<file path="src/rtl/usr_pkg.sv">
`default_nettype none
// ============================================================================
// Module : usr_pkg
// Desc   : Shared encodings for the universal shift register and its
//          auto-transfer controller.
// Rev    : 1.0  initial release
// ============================================================================
package usr_pkg;

    localparam logic [2:0] MODE_HOLD = 3'b000;
    localparam logic [2:0] MODE_LOAD = 3'b001;
    localparam logic [2:0] MODE_SHU  = 3'b010;
    localparam logic [2:0] MODE_SHD  = 3'b011;
    localparam logic [2:0] MODE_ROTU = 3'b100;
    localparam logic [2:0] MODE_ROTD = 3'b101;
    localparam logic [2:0] MODE_ASHD = 3'b110;

    localparam logic [0:0] ST_IDLE = 1'b0;
    localparam logic [0:0] ST_RUN  = 1'b1;

    localparam logic DIR_UP = 1'b0;
    localparam logic DIR_DN = 1'b1;

endpackage : usr_pkg
`default_nettype wire

</file>
<file path="src/rtl/usr_xfer_ctrl.sv">
`default_nettype none
// ============================================================================
// Module : usr_xfer_ctrl
// Desc   : Auto-transfer FSM: counts a programmed number of shifts, issues a
//          per-cycle shift enable/direction and a one-cycle done pulse.
// Rev    : 1.0  initial release
// ============================================================================
module usr_xfer_ctrl
    import usr_pkg::*;
#(
    parameter int W  = 8,
    parameter int CW = $clog2(W + 1)
) (
    input  logic          clk,
    input  logic          rstn,
    input  logic          start,
    input  logic          dir,
    input  logic [CW-1:0] len,
    input  logic          abort,
    output logic          busy,
    output logic          done,
    output logic          shift_en,
    output logic          shift_dir
);

    localparam logic [CW-1:0] c_max_len = CW'(W);

    logic [0:0]    r_state;
    logic [CW-1:0] r_cnt;
    logic          r_dir;
    logic          r_done;
    logic [CW-1:0] w_len_sat;

    assign w_len_sat = (len > c_max_len) ? c_max_len : len;

    always_ff @(posedge clk or negedge rstn) begin
        if (!rstn) begin
            r_state <= ST_IDLE;
            r_cnt   <= '0;
            r_dir   <= DIR_UP;
            r_done  <= 1'b0;
        end else begin
            r_done <= 1'b0;
            case (r_state)
                ST_IDLE: begin
                    if (start) begin
                        r_dir <= dir;
                        if (w_len_sat == '0) begin
                            r_done <= 1'b1;
                        end else begin
                            r_cnt   <= w_len_sat;
                            r_state <= ST_RUN;
                        end
                    end
                end
                ST_RUN: begin
                    // Abort wins over the final shift: no done on abort.
                    if (abort) begin
                        r_cnt   <= '0;
                        r_state <= ST_IDLE;
                    end else if (r_cnt == CW'(1)) begin
                        r_cnt   <= '0;
                        r_state <= ST_IDLE;
                        r_done  <= 1'b1;
                    end else begin
                        r_cnt <= r_cnt - CW'(1);
                    end
                end
                default: r_state <= ST_IDLE;
            endcase
        end
    end

    assign busy      = (r_state == ST_RUN);
    assign done      = r_done;
    assign shift_en  = (r_state == ST_RUN) && !abort;
    assign shift_dir = r_dir;

endmodule : usr_xfer_ctrl
`default_nettype wire

</file>
<file path="src/rtl/univ_shift_reg.sv">
`default_nettype none
// ============================================================================
// Module : univ_shift_reg
// Desc   : Parametrised universal shift register with load, shift, rotate,
//          arithmetic shift-down and a counted auto-transfer engine.
// Rev    : 1.0  initial release
// ============================================================================
module univ_shift_reg
    import usr_pkg::*;
#(
    parameter int W  = 8,
    parameter int CW = $clog2(W + 1)
) (
    input  logic          clk,
    input  logic          rstn,
    input  logic [2:0]    mode,
    input  logic [W-1:0]  din,
    input  logic          si_up,
    input  logic          si_dn,
    input  logic          start,
    input  logic          dir,
    input  logic [CW-1:0] len,
    input  logic          abort,
    output logic [W-1:0]  q,
    output logic          so_up,
    output logic          so_dn,
    output logic          busy,
    output logic          done
);

    logic [W-1:0] r_q;
    logic [W-1:0] w_q_nxt;
    logic         w_busy;
    logic         w_shift_en;
    logic         w_shift_dir;

    usr_xfer_ctrl #(
        .W  (W),
        .CW (CW)
    ) u_xfer_ctrl (
        .clk       (clk),
        .rstn      (rstn),
        .start     (start),
        .dir       (dir),
        .len       (len),
        .abort     (abort),
        .busy      (w_busy),
        .done      (done),
        .shift_en  (w_shift_en),
        .shift_dir (w_shift_dir)
    );

    // Manual modes only apply in IDLE without start; start holds q that cycle.
    always_comb begin
        w_q_nxt = r_q;
        if (w_shift_en) begin
            if (w_shift_dir == DIR_UP) w_q_nxt = {r_q[W-2:0], si_up};
            else                       w_q_nxt = {si_dn, r_q[W-1:1]};
        end else if (!w_busy && !start) begin
            case (mode)
                MODE_LOAD: w_q_nxt = din;
                MODE_SHU:  w_q_nxt = {r_q[W-2:0], si_up};
                MODE_SHD:  w_q_nxt = {si_dn, r_q[W-1:1]};
                MODE_ROTU: w_q_nxt = {r_q[W-2:0], r_q[W-1]};
                MODE_ROTD: w_q_nxt = {r_q[0], r_q[W-1:1]};
                MODE_ASHD: w_q_nxt = {r_q[W-1], r_q[W-1:1]};
                default:   w_q_nxt = r_q;
            endcase
        end
    end

    always_ff @(posedge clk or negedge rstn) begin
        if (!rstn) r_q <= '0;
        else       r_q <= w_q_nxt;
    end

    assign q     = r_q;
    assign so_up = r_q[W-1];
    assign so_dn = r_q[0];
    assign busy  = w_busy;

endmodule : univ_shift_reg
`default_nettype wire

</file>
<file path="config.mk">
export PLATFORM = sky130hd
export DESIGN_NAME = univ_shift_reg
export DESIGN_NICKNAME = d
export VERILOG_FILES = /design/src/rtl/usr_pkg.sv /design/src/rtl/usr_xfer_ctrl.sv /design/src/rtl/univ_shift_reg.sv
export SDC_FILE = /design/constraint.sdc
export NUM_CORES = 1
export LEC_CHECK = 0
export ABC_AREA = 1
export BUFFER_PORTS_ARGS = -buffer_cell sky130_fd_sc_hd__buf_2
export CORE_MARGIN = 2
export CORE_UTILIZATION = 35
export CTS_BUF_LIST = sky130_fd_sc_hd__clkbuf_8
export CTS_CLUSTER_SIZE = 30
export DETAILED_ROUTE_END_ITERATION = 6
export HOLD_SLACK_MARGIN = 0.05
export PLACE_DENSITY = 0.58
export SYNTH_ARGS = -nofsm -noshare
export SYNTH_HDL_FRONTEND = slang
export SYNTH_SLANG_ARGS = --single-unit
</file>
<file path="constraint.sdc">
create_clock -name clk -period 2.3 [get_ports clk]
set_input_delay 0.345 -clock clk [delete_from_list [all_inputs] [get_ports clk]]
set_output_delay 0.345 -clock clk [all_outputs]
set_load 0.02 [all_outputs]
</file>
## Word level (Yosys, flattened, before mapping)

Cells that the tools add are included.

| cells by class | value |
|---|---|
| $add $sub $neg | 1 |
| $mul | 0 |
| divide/modulo/power cells | 0 |
| magnitude comparators | 1 |
| equal/unequal tests | 10 |
| shifts and indexed selects | 0 |
| multiplexer cells | 20 |
| bitwise gates (word level) | 1 |
| reduce and logical (&&, ||, !) cells | 13 |

Operator list:

| operator | count |
|---|---|
| one-hot mux 8 bit (6 select lines) | 1 |
| two-way mux 8 bit | 3 |
| two-way mux 4 bit | 5 |
| equality test 3 bit (second input constant) | 3 |
| two-way mux 1 bit | 8 |
| one-hot mux 4 bit (2 select lines) | 1 |
| nonzero test 7 bit | 1 |
| equality test 3 x 2 -> 1 bit (second input constant) | 2 |
| AND reduction 2 bit | 3 |
| nonzero test 6 bit | 1 |
| equality test 4 x 1 -> 1 bit (second input constant) | 1 |
| greater-than comparator 4 bit (second input constant) | 1 |
| logical NOT 4 bit | 1 |
| inequality test 2 bit (second input constant) | 2 |
| one-hot mux 1 bit (2 select lines) | 2 |
| subtractor 4 x 1 -> 4 bit (second input constant) | 1 |
| equality test 3 x 1 -> 1 bit (second input constant) | 1 |
| logical NOT 1 bit | 3 |
| AND reduction 3 bit | 1 |
| logical AND 1 bit | 2 |
| inequality test 2 x 1 -> 1 bit (second input constant) | 1 |
| nonzero test 2 bit | 1 |
| inverter 1 bit | 1 |

| word-level totals | value |
|---|---|
| register bits | 15 |
| bits in latches | 0 |
| memory bits (writable) | 0 |
| bits in read-only memories | 0 |
| bits of input ports | 22 |
| output and inout port bits | 12 |
| logic and storage cells | 52 |
| memories kept | 0 |

## Logic depth before layout (Yosys ltp)

Gate-level depths: netlist (run 1).

| logic depth | value |
|---|---|
| word-level depth | 6 |
| mapped depth | 10 |
| gate-level depth less buffers | 9 |

## By module

From an unflattened synthesis (run 1), not the netlist that was laid out.

| unflattened totals | value |
|---|---|
| cell total of the unflattened synthesis | 210 |
| area total of the unflattened synthesis | 1323.8 sq um |

Modules (own cells, without submodules):

| module | times used | cells an instance | area each (sq um) |
|---|---|---|---|
| univ_shift_reg | 1 | 151 | 903.4 |
| usr_xfer_ctrl | 1 | 59 | 420.4 |

## Worst setup path after synthesis (run 1)

OpenSTA, ideal clock, no wires.

| timing path | value |
|---|---|
| kind | register -> register |
| start point | register u_xfer_ctrl.r_state, in the netlist u_xfer_ctrl.busy |
| end point | register r_q[1], in the netlist q[1] |
| setup time | 120 ps |
| arrival | 1310 ps |
| required time | 2180 ps |
| path slack | 870 ps |
| stages on the path, launching flop included | 9 |
| path buffers | 0 |
| clock period less this slack | 1430 ps |
| path through | dfrtp_1 > inv_2 > nor2_4 > inv_2 > o21ai_1 > o21ai_4 > inv_2 > nor2_1 > a21oi_2 |

| between the ends | value |
|---|---|
| word-level cells in the longest chain between the ends | 4 |

Ends and longest elaborated chain:

| what | RTL line | source |
|---|---|---|
| start, declared | usr_xfer_ctrl.sv:28 | `logic [0:0] r_state;` |
| start signal, assigned | usr_xfer_ctrl.sv:38 | `r_state <= ST_IDLE;` |
| start signal, assigned | usr_xfer_ctrl.sv:52 | `r_state <= ST_RUN;` |
| start signal, assigned | usr_xfer_ctrl.sv:60 | `r_state <= ST_IDLE;` |
| logical NOT 1 bit | univ_shift_reg.sv:59 | `end else if (!w_busy && !start) begin` |
| logical AND 1 bit | univ_shift_reg.sv:59 |  |
| nonzero test 2 bit (no line) | -- |  |
| AND reduction 2 bit (no line) | -- |  |
| end signal, assigned | univ_shift_reg.sv:74 | `else r_q <= w_q_nxt;` |
| end, declared | univ_shift_reg.sv:31 | `logic [W-1:0] r_q;` |

Several ways; a longest one is shown, not always the timed one.
A chain may end at the register's enable or synchronous reset.

## Worst setup path after layout (run 1)

| timing path | value |
|---|---|
| start point | register u_xfer_ctrl.r_state, in the netlist u_xfer_ctrl.busy |
| end point | register r_q[3], in the netlist q[3] |

The elaborated chain is that of the path after synthesis.

==> metrics.txt, run 1 <==
outcome=completed; fmax=between 0.5 and 0.6 GHz; H-tree levels=1; worst hold path class=input pin to register; main area contributors after synthesis=dfrtp_1 30%, nand2_1 21%, nor2_1 7.2%; Mapped Nets=approximately 220; DPL Wire Length=2.347 mm; Final min period=1.691 ns; die outline width=63.70 um; core area=about 0.0034 mm2; most frequent CP cell=inv_2; met2 routed WL=1.287 mm; Tcrit/Tclk final=0.7353; actual slew at the worst max-slew pin=about 0.37 ns; nets=253; largest net degree at the start of global routing=20; setup tns final=0 ns; Synth top area share=0.3009; delay-heaviest family, CP=buffers and inverters; Initial Util=0.3680; input/output buffers=33; Post-Syn Area=between 0.001 and 0.0015 mm2; critical path startpoint category=register; Syn Inst Count=between 150 and 200; Area growth syn-to-layout=19.96%; CP Capture Type=register; All-Layer GR Usage=0.1707; grt total ovfl=0; post-CTS sizing=0; Slew Limit Fails=0; CTS tree=done; Via density=4.562; Critical Path Fanout Max=19; Yosys top cell by area=dfrtp_1; Max-Cap Viols=0; crit path kind=register to register; Num Clock Sinks=15; Reg clk slew, reported paths=about 0.06 ns; Worst path slowest cell=dfrtp_1; mean cell area of the mapped netlist=6.397 um2; antenna violations before repair=0; clk_lat worst skew=about 0.25 ns; wire length of the first global-routing pass=5.423 mm; Fin. Hold Viols=0; endpoints failing setup=0; worst vdd ir=approximately 0.4 mV; Ys Warns=0; initial DRC count=slightly below 70; share of layout cells above drive strength 1=0.2588; DRT Pass-1 Iters=4; Met1 Wirelength=1.665 mm; Distinct cells, synth=26; via count=1,250; P_leak=0.0007986 uW; DRT Wirelength=3.129 mm; Critical Path RT=about 2.4 ns; Antenna diodes=0; # placed instances=around 270; Min Hold Slack=around 0.34 ns; I/O pins=34; critical path data arrival time=between 1.5 and 2 ns; met3 WL post-DR=92 um; design area=roughly 0.0015 mm2; Root Buffer=clkbuf_8; RSZ-0062 raised after global routing=no; Die Span Y=63.70 um; GP Congestion=around 0.76; final antenna-violating net count=0; Highest Signal Layer=met4; CTS Buf Count=3; vias in the first global route=1,225; placed instance area=0.001441 mm2; critical path cell sequence=inv_2 > nor2_4 > inv_2 > o21ai_1 > o21ai_4 > inv_2 > nor2_1 > a21oi_2; CP max stage delay=0.43 ns; Yosys reg bits=15; Crit path buffers/inverters=3; register area share after synthesis=0.3009; flop-to-flop setup slack=around 0.61 ns; Die ar.=0.004058 mm2; WL/cell=~11 um; Clock Path Buffers=2; row cnt=21; pwr dens=around 1000 mW/mm2; Finished Layout Cells=approximately 270; Clock Skew=0.0009767 ns; Slew headroom=0.7537; DRC=0
## registers in the layout (all words and copies together), names as in the netlist
signal,count
u_xfer_ctrl.r_cnt,4
q,8
u_xfer_ctrl.done,1
u_xfer_ctrl.busy,1
u_xfer_ctrl.shift_dir,1
## worst min-delay path: stages
cell     delay, ns
buf_2         0.08
nor2_1        0.03
a21oi_1       0.10
## kinds of logic after synthesis
logic type | share of synthesized area
simple gates | 0.3992
xor+xnor | 0.007022
flops | 0.3009
buf+inv | 0.09227
compound gates | 0.1805
fa+ha+maj | 0.02006
## synthesized netlist by cell type, drive strengths merged
master,number
inv,19
dfrtp,15
nand3,10
nor2,26
clkbuf,1
a21oi,20
nand4,2
clkinv,4
buf,4
xnor2,1
nand2,73
o21ai,17
ha,2
o22ai,1
## stage by stage
| step | util | power (uW) | worst slack (ns) |
|---|---|---|---|
| after floorplan | - | 1065 | 0.8698 |
| after global placement | 0.4252 | 1278 | 0.6803 |
| after detailed placement | 0.4252 | 1284 | 0.6044 |
| after CTS | 0.4415 | 1503 | 0.5865 |
| after global routing | 0.4415 | 1633 | 0.4265 |
| final | 0.4415 | 1491 | 0.6087 |
## cells in the final DEF (no fill, tap or decap), drive strengths merged
cell         Yosys  routed
ha               2       2
nand3           10      10
dfrtp           15      15
nor2            26      26
dlygate4sd3      0       1
nand2           73      73
o21ai           17      17
nand4            2       2
o22ai            1       1
inv             19      20
xnor2            1       1
clkinv           4       4
clkbuf           1       3
buf              4      33
a21oi           20      20
## area by class of cell
type                       instances  area, um2
fill                             390       1893
inverter                          23      86.33
timing repair buffer              34      175.2
multi-input combinational        152      757.0
sequential                        15      375.4
tap                               46      57.56
clock buffer                       3      41.29
clock inverter                     1      3.754
## worst paths after layout
check | start | endpoint | cells after the start
max | u_xfer_ctrl.busy$_DFF_PN0_ | q[3]$_DFFE_PN0P_ | 8
min | dir | u_xfer_ctrl.shift_dir$_DFFE_PN0P_ | 3
max reg2reg | u_xfer_ctrl.busy$_DFF_PN0_ | q[3]$_DFFE_PN0P_ | 8
min reg2reg | u_xfer_ctrl.r_cnt[3]$_DFFE_PN0P_ | u_xfer_ctrl.r_cnt[3]$_DFFE_PN0P_ | 2
max in group asynchronous | rstn | q[0]$_DFFE_PN0P_ | 2
min in group asynchronous | rstn | u_xfer_ctrl.r_cnt[2]$_DFFE_PN0P_ | 2
## layer usage
layer	track usage	vias up
met1	0.2331	534
met4	0.09239	0
met5	0	-
met3	0.02500	7
li1	-	685
met2	0.2579	24
## report_power, final
part	switching (uW)	internal [uW]	leakage (uW)
registers	158	369	0.000177
logic	479	268	0.000595
clock network	98.3	118	0.0000269
## what timing repair did
action	in CTS	in global routing
hold buffers	1	0
setup buffers	0	0
endpoints found under the hold margin	15	0
Note: power is estimated with default switching activity, not from simulation.
==> run 2, diff against run 1 <==
==> constraint.sdc (replaced) <==
create_clock -name clk -period 1.7 [get_ports clk]
set_input_delay 0.255 -clock clk [delete_from_list [all_inputs] [get_ports clk]]
set_output_delay 0.255 -clock clk [all_outputs]
set_load 0.02 [all_outputs]
==> metrics.txt, run 2 (same netlist as run 1, synthesis figures left out) <==
worst slack, placed=0.1844 ns (-0.4199 ns); Root Buffer=clkbuf_8; Slew headroom=0.7614 (+0.007647); GP Congestion=0.8384 (+10%); pwr dens=1346 mW/mm2 (+35%); I/O pins=34 (unchanged); share of layout cells above drive strength 1=0.2664 (+0.007604); die outline width=63.70 um (unchanged); DRT Pass-1 Iters=4 (unchanged); H-tree levels=1 (unchanged); Reg clk slew, reported paths=0.07 ns (about the same); largest net degree at the start of global routing=16 (-20%); Initial Util=0.3680 (unchanged); All-Layer GR Usage=0.1635 (-0.007259); Register Area=375.4 um2 (unchanged); fmax=0.6522 GHz (+10%); design area=0.001508 mm2 (+0.75%); placed instance area=0.001449 mm2 (+0.52%); final antenna-violating net count=0 (unchanged); Total Power=2029 uW (+36%); Clock Skew=0.001260 ns (+0.0002836 ns); Max-Cap Viols=0 (unchanged); post-CTS sizing=0 (unchanged); PnR worst setup slack=0.1667 ns (-0.4421 ns); CP Capture Type=register; DRT Wirelength=3.057 mm (-2.3%); worst hold path class=input pin to register; WL/cell=11.12 um (-2.7%); final core utilization=0.4448 (+0.003323); Slew Limit Fails=0 (unchanged); endpoints failing setup=0 (unchanged); Critical Path RT=1.84 ns (-0.60 ns); input/output buffers=33 (unchanged); Num Clock Sinks=15 (unchanged); row cnt=21 (unchanged); DPL Wire Length=2.323 mm (-1.0%); Antenna diodes=0 (unchanged); grt total ovfl=0 (unchanged); wire length of the first global-routing pass=5.244 mm (-3.3%); core area=0.003390 mm2 (unchanged); critical path data arrival time=1.68 ns (-0.15 ns); max reg flops=8 (unchanged); RSZ-0062 raised after global routing=no; commonest non-fill, non-tap cells in the layout=70 x nand2_1, 33 x buf_2, 24 x nor2_1; via count=1,268 (+1.4%); CTS tree=done; multi-input combinational cell area=757.0 um2 (unchanged); vias in the first global route=1,157 (-5.6%); Final min period=1.533 ns (-0.1579 ns); crit path kind=register to register; P_leak=0.0007978 uW (about the same); commonest non-fill, non-tap cell in the layout=nand2_1; fill cell total of the finished layout=361 (-7.4%); worst vdd ir=0.4464 mV (+14%); clk_lat worst skew=0.25 ns (about the same); setup tns final=0 ns (unchanged); Critical Path Fanout Max=8 (-11); outcome=completed; actual slew at the worst max-slew pin=0.3580 ns (-0.01147 ns); Area growth syn-to-layout=20.86%; Die ar.=0.004058 mm2 (unchanged); nets=254 (+0.40%); CTS Buf Count=3 (unchanged); antenna violations before repair=0 (unchanged); DRC=0 (unchanged); Clock Path Buffers=2 (unchanged); Fin. Hold Viols=0 (unchanged); Tcrit/Tclk final=0.9020 (+0.1666); critical path startpoint category=register; Via density=4.611 (+1.1%); initial DRC count=135 (+96%); Die Span Y=63.70 um (unchanged)
## run 2: worst max-delay path, cell delays in order (launching register included)
cell	delay (ns)
dfrtp_1	0.44
inv_2	0.12
nor2_4	0.05
inv_2	0.10
o21ai_1	0.11
o21ai_4	0.28
inv_2	0.15
nor2_1	0.14
a21oi_2	0.04
## run 2: timing repair
item                                    CTS  global route
buffers inserted                          0             0
hold endpoints to repair                 15             0
hold buffers                              1             0
endpoints found under the setup margin    0             0
## run 2: path summary, 6_finish.rpt
check	slack, ns	startpoint	to	cells past startpoint
setup / recovery	0.17	u_xfer_ctrl.busy$_DFF_PN0_	q[2]$_DFFE_PN0P_	8
hold / removal	0.27	dir	u_xfer_ctrl.shift_dir$_DFFE_PN0P_	3
setup reg to reg	0.17	u_xfer_ctrl.busy$_DFF_PN0_	q[2]$_DFFE_PN0P_	8
hold reg to reg	0.54	u_xfer_ctrl.r_cnt[3]$_DFFE_PN0P_	u_xfer_ctrl.r_cnt[3]$_DFFE_PN0P_	2
max in group asynchronous	1.00	rstn	u_xfer_ctrl.done$_DFF_PN0_	2
min in group asynchronous	0.44	rstn	u_xfer_ctrl.r_cnt[2]$_DFFE_PN0P_	2
## run 2: area by class of cell
cell class / instances / area share
Multi-Input combinational cell: 152 / 0.5021
Sequential cell: 15 / 0.2490
Timing Repair Buffer: 35 / 0.1212
Inverter: 23 / 0.05726
Tap cell: 46 / 0.03817
Clock buffer: 3 / 0.02739
Clock inverter: 1 / 0.004979
## run 2: metal layers
layer / track usage / vias up / share of wire
li1: - / 683 / -
met1: 0.2542 / 544 / 0.53
met2: 0.2224 / 36 / 0.40
met3: 0.02500 / 5 / 0.058
met4: 0.06250 / 0 / 0.012
met5: 0 / - / 0
## run 2: power breakdown
| group | internal [uW] | switching (uW) |
|---|---|---|
| clock | 165 | 138 |
| combinational | 368 | 654 |
| sequential | 500 | 205 |
| total | 1030 | 997 |
## run 2: through the flow
stage               hold slack (ns)  instances
finish                       0.2693        275
global route                 0.3121        275
CTS                          0.2663        275
detailed placement           0.1864        270
global placement             0.1871        270
floorplan                  -0.04059        195
==> run 3, diff against run 2 <==
--- a/config.mk
+++ b/config.mk
@@ -8,12 +8,12 @@
 export ABC_AREA = 1
 export BUFFER_PORTS_ARGS = -buffer_cell sky130_fd_sc_hd__buf_2
 export CORE_MARGIN = 2
-export CORE_UTILIZATION = 35
+export CORE_UTILIZATION = 50
 export CTS_BUF_LIST = sky130_fd_sc_hd__clkbuf_8
 export CTS_CLUSTER_SIZE = 30
 export DETAILED_ROUTE_END_ITERATION = 6
 export HOLD_SLACK_MARGIN = 0.05
-export PLACE_DENSITY = 0.58
+export PLACE_DENSITY = 0.78
 export SYNTH_ARGS = -nofsm -noshare
 export SYNTH_HDL_FRONTEND = slang
 export SYNTH_SLANG_ARGS = --single-unit
==> metrics.txt, run 3 (same netlist as run 1, synthesis figures left out) <==
max reg flops=8 (unchanged); die outline width=53.95 um (-15%); P_leak=0.0007978 uW (unchanged); GP Congestion=0.8622 (+2.8%); CTS tree=done; Via density=5.042 (+9.4%); FF-to-FF Start=u_xfer_ctrl.busy$_DFF_PN0_; commonest non-fill, non-tap cell in the layout=nand2_1; Tcrit/Tclk final=0.8927 (-0.009228); CP Capture Type=register; wire length of the first global-routing pass=5.092 mm (-2.9%); pwr dens=1373 mW/mm2 (+2.0%); placed instance area=0.001429 mm2 (-1.4%); Final min period=1.518 ns (-0.01569 ns); Slew headroom=0.7566 (-0.004774); critical path data arrival time=1.66 ns (-0.02 ns); Die ar.=0.002911 mm2 (-28%); Num Clock Sinks=15 (unchanged); Min-Delay Path Depth=3 (unchanged); outcome=completed; Initial Util=0.5177 (+0.1496); row cnt=18 (-14%); nets=254 (unchanged); Hold EP=u_xfer_ctrl.shift_dir$_DFFE_PN0P_; Fin. Hold Viols=0 (unchanged); crit path kind=register to register; met3 WL post-DR=242 um (+37%); core area=0.002410 mm2 (-29%); worst slack, placed=0.1929 ns (+0.008504 ns); I/O pins=34 (unchanged); Clock Path Buffers=2 (unchanged); design area=0.001488 mm2 (-1.3%); initial DRC count=30 (-78%); WL/cell=11.66 um (+4.9%); CTS Buf Count=3 (unchanged); Root Buffer=clkbuf_8; Slew Limit Fails=0 (unchanged); met2 routed WL=1.335 mm (+9.3%); commonest non-fill, non-tap cells in the layout=70 x nand2_1, 33 x buf_2, 24 x nor2_1; clk_lat worst skew=0.25 ns (about the same); critical path startpoint category=register; r2r endpoint=q[4]$_DFFE_PN0P_; Min Hold Slack=0.2718 ns (+0.002525 ns); Met1 Wirelength=1.417 mm (-13%); DPL Wire Length=2.228 mm (-4.1%); share of layout cells above drive strength 1=0.2664 (unchanged); setup tns final=0 ns (unchanged); RSZ-0062 raised after global routing=no; Highest Signal Layer=met4; antenna violations before repair=0 (unchanged); largest net degree at the start of global routing=16 (unchanged); DRC=0 (unchanged); Area growth syn-to-layout=19.26%; Max-Cap Viols=0 (unchanged); Antenna diodes=0 (unchanged); hold_sp=dir; Clock Skew=0.005207 ns (+0.003947 ns); PnR worst setup slack=0.1824 ns (+0.01569 ns); worst vdd ir=0.7986 mV (+79%); flop-to-flop setup slack=0.18 ns (+0.02 ns); endpoints failing setup=0 (unchanged); Reg clk slew, reported paths=0.07 ns (about the same); H-tree levels=1 (unchanged); vias in the first global route=1,136 (-1.8%); post-CTS sizing=0 (unchanged); worst hold path class=input pin to register; via count=1,306 (+3.0%); Critical Path Fanout Max=8 (unchanged); DRT Pass-1 Iters=4 (unchanged); Die Span Y=53.95 um (-15%); final core utilization=0.6173 (+0.1725); DRT Wirelength=3.019 mm (-1.2%); FF-to-FF path depth=8 (unchanged); grt total ovfl=0 (unchanged); final antenna-violating net count=0 (unchanged); fill cell total of the finished layout=246 (-32%); All-Layer GR Usage=0.2395 (+0.07599); fmax=0.6589 GHz (+1.0%); actual slew at the worst max-slew pin=0.3651 ns (+0.007161 ns); input/output buffers=33 (unchanged); Critical Path RT=1.84 ns (about the same)
## run 3: cell counts in the layout (fill, tap and decap cells not counted)
No cell type changed its count.
## run 3: stage by stage
| stage | instances | total power, uW |
|---|---|---|
| 2_1_floorplan | 195 | 1440 |
| 3_3_place_gp | 254 | 1715 |
| 3_5_place_dp | 254 | 1733 |
| 4_1_cts | 259 | 2047 |
| 5_1_grt | 259 | 2238 |
| 6_report | 259 | 2042 |
## run 3: worst max-delay path by stage
stage	start	to
5_1_grt	u_xfer_ctrl.busy$_DFF_PN0_	q[3]$_DFFE_PN0P_
2_1_floorplan	u_xfer_ctrl.busy$_DFF_PN0_	q[1]$_DFFE_PN0P_
3_5_place_dp	u_xfer_ctrl.busy$_DFF_PN0_	q[4]$_DFFE_PN0P_
6_report	u_xfer_ctrl.busy$_DFF_PN0_	q[4]$_DFFE_PN0P_
3_3_place_gp	u_xfer_ctrl.busy$_DFF_PN0_	q[3]$_DFFE_PN0P_
4_1_cts	u_xfer_ctrl.busy$_DFF_PN0_	q[4]$_DFFE_PN0P_
## run 3: final cells by class
type                       count  area, um2  share of cell area
sequential                    15      375.4              0.2523
timing repair buffer          35      182.7              0.1228
tap                           30      37.54             0.02523
inverter                      23      86.33             0.05803
clock buffer                   3      41.29             0.02775
clock inverter                 1      7.507            0.005046
multi-input combinational    152      757.0              0.5088
## run 3: repair_timing
action                    4_1_cts  5_1_grt
hold endpoints to repair       15        0
setup buffers                   0        0
hold buffers                    1        0
## run 3: worst max-delay path, stage by stage (launching register included)
cell     delay, ns
dfrtp_1       0.44
inv_2         0.12
nor2_4        0.05
inv_2         0.09
o21ai_1       0.11
o21ai_4       0.28
inv_2         0.14
nor2_1        0.14
a21oi_2       0.04
## run 3: report_power, final
group | total, uW | switching (uW) | internal, uW
Sequential | 705 | 205 | 499
Clock | 306 | 141 | 165
Combinational | 1030 | 661 | 370
## run 3: metal layers
layer / up-vias / track usage
li1: 684 / -
met2: 49 / 0.3659
met3: 5 / 0.03056
met5: - / 0
met1: 568 / 0.3467
met4: 0 / 0.08120
